--- config.mk ---
export PLATFORM = sky130hd
export DESIGN_NAME = mmio_port_responder
export DESIGN_NICKNAME = d
export VERILOG_FILES = /design/src/rtl/mmio_pkg.sv /design/src/rtl/sync_edge_detect.sv /design/src/rtl/mmio_port_responder.sv
export SDC_FILE = /design/constraint.sdc
export NUM_CORES = 1
export LEC_CHECK = 0
export CORE_MARGIN = 3
export CORE_UTILIZATION = 40
export CTS_CLUSTER_SIZE = 20
export DETAILED_ROUTE_END_ITERATION = 10
export PLACE_DENSITY = 0.78
export SKIP_CTS_REPAIR_TIMING = 1
export SLEW_MARGIN = 40
export SYNTH_ARGS = -nofsm -noshare
export SYNTH_HDL_FRONTEND = slang
export SYNTH_SLANG_ARGS = --single-unit
--- constraint.sdc ---
create_clock -name clk -period 13.2 [get_ports clk]
set_clock_uncertainty 0.05 [all_clocks]
set_input_delay 3.3 -clock clk [delete_from_list [all_inputs] [get_ports clk]]
set_output_delay 3.3 -clock clk [all_outputs]
set_load 0.05 [all_outputs]
--- src/rtl/mmio_pkg.sv ---
// Shared register map, bit positions and reset constants for the MMIO port
// responder, plus the offset decoder used by its read and write paths.
package mmio_pkg;

    // Byte offsets within the 256-byte peripheral window
    localparam logic [7:0] OFF_PORT_OUT  = 8'h00;
    localparam logic [7:0] OFF_PORT_IN   = 8'h04;
    localparam logic [7:0] OFF_STATUS    = 8'h08;
    localparam logic [7:0] OFF_TIMER_CNT = 8'h0C;
    localparam logic [7:0] OFF_TIMER_CMP = 8'h10;
    localparam logic [7:0] OFF_CTRL      = 8'h14;

    // STATUS bits (write-one-to-clear)
    localparam int unsigned STATUS_W   = 2;
    localparam int unsigned STAT_CHG   = 0;
    localparam int unsigned STAT_TMR   = 1;

    // CTRL bits
    localparam int unsigned CTRL_W      = 4;
    localparam int unsigned CTRL_EN     = 0;
    localparam int unsigned CTRL_RELOAD = 1;
    localparam int unsigned CTRL_IE_CHG = 2;
    localparam int unsigned CTRL_IE_TMR = 3;

    localparam logic [31:0] TIMER_CMP_RST = 32'hFFFF_FFFF;

    typedef enum logic [2:0] {
        REG_PORT_OUT,
        REG_PORT_IN,
        REG_STATUS,
        REG_TIMER_CNT,
        REG_TIMER_CMP,
        REG_CTRL,
        REG_NONE
    } reg_sel_e;

    // Map a window offset to a register; misaligned or unmapped offsets
    // fall through to REG_NONE so they neither read nor write anything.
    function automatic reg_sel_e decode_offset(input logic [7:0] offset);
        reg_sel_e sel;
        case (offset)
            OFF_PORT_OUT:  sel = REG_PORT_OUT;
            OFF_PORT_IN:   sel = REG_PORT_IN;
            OFF_STATUS:    sel = REG_STATUS;
            OFF_TIMER_CNT: sel = REG_TIMER_CNT;
            OFF_TIMER_CMP: sel = REG_TIMER_CMP;
            OFF_CTRL:      sel = REG_CTRL;
            default:       sel = REG_NONE;
        endcase
        return sel;
    endfunction

endpackage

--- src/rtl/sync_edge_detect.sv ---
// Two-flop synchronizer for an asynchronous bus, with a change flag that is
// high in the cycle before the synchronized value updates, so a register
// loaded from it records the change on the same edge the new value appears.
module sync_edge_detect #(
    parameter int WIDTH = 8
) (
    input  logic             clk,
    input  logic             reset,
    input  logic [WIDTH-1:0] din,
    output logic [WIDTH-1:0] dout,
    output logic             changed
);

    logic [WIDTH-1:0] stage1_q;
    logic [WIDTH-1:0] stage2_q;

    // Synchronizer chain: metastability settles in stage1, stage2 is safe to use
    // NOTE: async active-low reset sits in the sensitivity list so it clears the flops without a clock.
    always_ff @(posedge clk or negedge reset) begin
        if (!reset) begin
            // NOTE: non-blocking assignments let stage2 take stage1's old value on the same edge.
            stage1_q <= '0;
            stage2_q <= '0;
        end else begin
            stage1_q <= din;
            stage2_q <= stage1_q;
        end
    end

    assign dout    = stage2_q;
    assign changed = (stage1_q != stage2_q);

endmodule

--- src/rtl/mmio_port_responder.sv ---
// Memory-mapped I/O peripheral: output port, synchronized input port with
// change detection, a free-running/one-shot compare timer and a level IRQ.
// The read path is combinational so loads complete in the MEM stage.
module mmio_port_responder
    import mmio_pkg::*;
#(
    parameter logic [31:0] BASE_ADDR = 32'hFFFF_0000,
    parameter int          IN_WIDTH  = 8
) (
    input  logic                clk,
    input  logic                reset,
    input  logic                MemRead,
    input  logic                MemWrite,
    input  logic [31:0]         Address,
    input  logic [31:0]         WriteData,
    output logic [31:0]         ReadData,
    output logic                Sel,
    input  logic [IN_WIDTH-1:0] PortIn,
    output logic [31:0]         PortOut,
    output logic                Irq
);

    logic [31:0]         port_out_q;
    logic [31:0]         timer_cnt_q;
    logic [31:0]         timer_cmp_q;
    logic [CTRL_W-1:0]   ctrl_q;
    logic [STATUS_W-1:0] status_q;
    logic [IN_WIDTH-1:0] port_in_sync;
    logic                port_in_changed;

    reg_sel_e            reg_sel;
    logic                wr_en;
    logic                timer_match;
    logic [STATUS_W-1:0] status_set;
    logic [STATUS_W-1:0] status_clr;
    logic [31:0]         read_data;

    sync_edge_detect #(
        .WIDTH (IN_WIDTH)
    ) u_sync (
        .clk     (clk),
        .reset   (reset),
        .din     (PortIn),
        .dout    (port_in_sync),
        .changed (port_in_changed)
    );

    assign Sel         = (Address[31:8] == BASE_ADDR[31:8]);
    assign reg_sel     = decode_offset(Address[7:0]);
    assign wr_en       = MemWrite && Sel;
    assign timer_match = ctrl_q[CTRL_EN] && (timer_cnt_q == timer_cmp_q);

    // Hardware events that set STATUS, and the software W1C mask; set wins below
    assign status_set           = {timer_match, port_in_changed};
    assign status_clr           = (wr_en && reg_sel == REG_STATUS) ? WriteData[STATUS_W-1:0] : '0;

    // Software-only registers: output port and timer compare value
    always_ff @(posedge clk or negedge reset) begin
        if (!reset) begin
            port_out_q  <= '0;
            timer_cmp_q <= TIMER_CMP_RST;
        end else if (wr_en) begin
            if (reg_sel == REG_PORT_OUT)  port_out_q  <= WriteData;
            if (reg_sel == REG_TIMER_CMP) timer_cmp_q <= WriteData;
        end
    end

    // Timer counter: software write first, then match handling, then increment
    always_ff @(posedge clk or negedge reset) begin
        if (!reset) begin
            timer_cnt_q <= '0;
        end else if (wr_en && reg_sel == REG_TIMER_CNT) begin
            timer_cnt_q <= WriteData;
        end else if (timer_match) begin
            if (ctrl_q[CTRL_RELOAD]) timer_cnt_q <= '0;
        end else if (ctrl_q[CTRL_EN]) begin
            timer_cnt_q <= timer_cnt_q + 32'd1;
        end
    end

    // Control register: a one-shot match drops EN unless software writes CTRL
    always_ff @(posedge clk or negedge reset) begin
        if (!reset) begin
            ctrl_q <= '0;
        end else if (wr_en && reg_sel == REG_CTRL) begin
            ctrl_q <= WriteData[CTRL_W-1:0];
        end else if (timer_match && !ctrl_q[CTRL_RELOAD]) begin
            ctrl_q[CTRL_EN] <= 1'b0;
        end
    end

    // Sticky status flags: cleared by writing ones, hardware set takes priority
    always_ff @(posedge clk or negedge reset) begin
        if (!reset) begin
            status_q <= '0;
        end else begin
            status_q <= (status_q & ~status_clr) | status_set;
        end
    end

    // Zero-latency read mux; unselected or unmapped accesses return zero
    always_comb begin
        // NOTE: the default assignment first keeps every path assigned, so no latch is inferred.
        read_data = '0;
        if (MemRead && Sel) begin
            case (reg_sel)
                REG_PORT_OUT:  read_data = port_out_q;
                REG_PORT_IN:   read_data = 32'(port_in_sync);
                REG_STATUS:    read_data = 32'(status_q);
                REG_TIMER_CNT: read_data = timer_cnt_q;
                REG_TIMER_CMP: read_data = timer_cmp_q;
                REG_CTRL:      read_data = 32'(ctrl_q);
                default:       read_data = '0;
            endcase
        end
    end

    assign ReadData = read_data;
    assign PortOut  = port_out_q;
    assign Irq      = (status_q[STAT_CHG] && ctrl_q[CTRL_IE_CHG]) ||
                      (status_q[STAT_TMR] && ctrl_q[CTRL_IE_TMR]);

endmodule

==> summary.md <==
Logic synthesis
* 695 — Synth Net Count
* dfrtp_1 — count leader, synth
* 33.3% — area share of the largest cell type after synthesis
* 0 — warning count from the yosys run
* 10.5 um2 — average footprint of a synthesized cell
* dfrtp_1, mux2_2, nand2_1 — most frequent cells after synthesis
* dfrtp_1 — ys flop type
* 0 — number of flops mapped to enable cells by yosys
* 61 — Unique masters post-synth
* 617 — number of instances in the synthesized netlist
* 100% — FFs w/ async S/R, synth
* 46.4% — sequential fraction of the synthesis area
* 6450 um2 — Post-Syn Area
* dfrtp_1 — Yosys top cell by area
* 118 — register bit total from synthesis
* dfrtp_1, dfstp_2, mux2_2, a222oi_1, xor2_1 — leading cell types by total area after synthesis

Route
* 1.33 mm — Detail Route met3 WL
* 0 — DRC Markers
* 9.54 mm — met2 wire length
* 19.5 mm — final WL
* 20.0 um — average wire per cell in the routed design
* 8.14 mm — wl on met1
* 8 — Detailed Routing Iterations Pass 1
* 5.88 — via density per instance
* 5721 — via total after detailed routing
* 0 — remaining antenna violation count
* met4 — highest routed metal layer
* 557 — first-iteration detailed-routing DRC count

Timing
* 0 — # setup viols final
* 0.818 ns — slew at the pin closest to its max-slew limit
* 0 ns — Sum Neg Setup Slack
* no — unrepaired setup endpoints after global routing
* 0 — Max Transition Viols Final
* 0 — final count of hold timing violations
* 0.0925 GHz — Fmax achieved
* 81.9% — Final Cycle Share
* 45.3% — slew margin rel.
* 10.81 ns — time the worst path needs with I/O delays and setup

Finish
* 21.3% — share of layout cells above drive strength 1
* 8700 um2 — cell area after layout
* 34.9% — growth of design area from synthesis to finish
* 827 — NumNets Final
* 0 — diode count

Worst setup path
* clkdlybuf4s50_1 > or4_1 > or2_2 > or3b_1 > ha_1 > nand2b_1 > nor4_4 > buf_4 > a22oi_1 > a31oi_1 > clkdlybuf4s50_1 — ordered list of cells on the worst path
* 7.46 ns — WP data arrival
* 0.86 ns — biggest cell delay along the critical path
* clkdlybuf4s50_1 — cell type of the slowest stage on the worst timing path
* primary output — type of element capturing the critical path
* primary input — Critical Path Start Type
* clkdlybuf4s50_1 — most repeated library cell on the critical path
* 34 — critical path peak fanout
* 9.85 ns — Crit path required time
* in2out — critical path class

GRT
* 21.8% — total routing resource utilization after global routing
* 5625 — vias in the first global route
* 0 — remaining global-route overflow
* 30.5 mm — first-pass GRT wire length
* 51 — largest net degree at the start of global routing
* 0 — number of antenna violations at the first check in global routing

Placed design
* 0.866 — weighted congestion at the end of routability-driven global placement
* 13.7 mm — Post-DP HPWL
* 141 — count of buffers inserted at the top-level ports
* 8080 um2 — standard cell area after detailed placement

Clocking
* 2 — buffer depth of the longest clock path
* 17 — number of clock buffers inserted by TritonCTS
* 0.42 ns — worst-skew pair later-pin latency
* built — CTS tree
* 4 — maximum level of the CTS H-tree
* clkbuf_16 — CTS root buffer
* 0.06 ns — Clock transition at path regs
* 118 — number of clock sinks

Run
* 0 — maximum capacitance violations

Die
* 142 — io pins
* 133 um — chip width
* 41.7% — initial core utilization
* 17700 um2 — die outline area
* 133 um — Die Height
* 15500 um2 — placeable core area
* 45 — row count

Power
* 0.0000868 V — maximum VDD drop
* 3.58 nW — leakage power summed over all cells
* 103 nW/um2 — areal power density over the cells

Status
* finished, final reports clean — outcome

Worst hold path
* reg2reg — class of the tightest hold or removal check

==> cell usage in the layout (no fill, tap or decap), types with 3 or more instances in the layout <==
| master | instances |
|---|---|
| nor4_1 | 13 |
| clkdlybuf4s50_1 | 140 |
| a21oi_1 | 29 |
| nand2b_1 | 4 |
| xnor2_1 | 14 |
| nor3_1 | 13 |
| a22oi_1 | 11 |
| dfrtp_1 | 86 |
| nor2_1 | 39 |
| mux2_2 | 65 |
| o21ai_0 | 12 |
| and2_1 | 3 |
| mux2i_1 | 4 |
| dfstp_2 | 32 |
| a221o_1 | 4 |
| or2_2 | 5 |
| xor2_1 | 26 |
| o211ai_2 | 5 |
| o21ai_1 | 9 |
| nand2_1 | 46 |
| or3_1 | 8 |
| a32oi_1 | 4 |
| buf_4 | 11 |
| or4_1 | 3 |
| bufinv_16 | 4 |
| a222oi_1 | 31 |
| clkinvlp_4 | 4 |
| nand3_1 | 23 |
| clkbuf_16 | 17 |
| o31a_1 | 3 |
| clkinv_2 | 4 |
| nand4_1 | 20 |
| and3_1 | 6 |
| a21o_1 | 3 |
| inv_1 | 21 |
==> logic make-up after synthesis <==
family	count (synthesis)	synth area share, %
xor gates and xnor gates	40	5.43
and+or+nand+nor	202	16.4
buffers and inverters	60	4.38
AOI/OAI and AO/OA	126	15.1
muxes	69	12.0
adders and majority gates	2	0.388
DFF	118	46.4
==> power breakdown <==
group / switching (mW) / total, mW / internal (mW)
clock network: 0.172 / 0.491 / 0.319
registers: 0.00187 / 0.367 / 0.365
logic: 0.0176 / 0.0401 / 0.0224
==> per-layer routing <==
layer / vias up / GRT usage (%)
li1: 2599 / -
met5: - / 0
met1: 2847 / 28.0
met2: 241 / 35.8
met4: 0 / 7.16
met3: 34 / 5.93
==> stage by stage <==
step	worst slack, ns	hold slack, ns	util [%]	cells	total power [mW]
floorplan	3.34	0.322	-	617	0.376
global placement	2.36	0.323	52.0	940	0.412
detailed placement	2.25	0.334	52.2	941	0.413
CTS	2.26	0.346	56.2	973	0.902
global route	2.20	0.356	56.2	973	0.923
finish	2.39	0.344	56.2	973	0.898
==> worst paths after layout <==
path,start,end,slack [ns],cells past startpoint
max in group asynchronous,reset,timer_cmp_q[7],9.10,3
min,u_sync.stage1_q[7],u_sync.dout[7],0.34,0
min reg2reg,u_sync.stage1_q[7],u_sync.dout[7],0.34,0
max,Address[0],ReadData[0],2.39,11
max reg2reg,timer_cnt_q[27],timer_cnt_q[3],9.74,7
min in group asynchronous,reset,PortOut[27],2.84,1
==> registers in the layout, indices dropped and copies added (netlist names) <==
name,cells
timer_cnt_q,32
u_sync.stage1_q,8
ctrl_q,4
u_sync.dout,8
PortOut,32
timer_cmp_q,32
status_q,2
==> layout make-up <==
| type | instances | area (um2) |
|---|---|---|
| inverter | 21 | 78.8 |
| fill | 1335 | 6780 |
| tap | 211 | 264 |
| sequential | 118 | 2990 |
| clock inverter | 13 | 179 |
| multi-input combinational | 439 | 3240 |
| clock buffer | 19 | 443 |
| timing repair buffer | 152 | 1500 |
==> worst max-delay path, delay by kind of cell <==
| kind | cells | cell delay (ns) |
|---|---|---|
| AO/OA/AOI/OAI | 2 | 0.41 |
| adder cells (fa/ha/maj) | 1 | 0.32 |
| buffers and inverters | 3 | 1.67 |
| AND/OR/NAND/NOR | 5 | 1.75 |
Power figures use the tool's default switching activity.
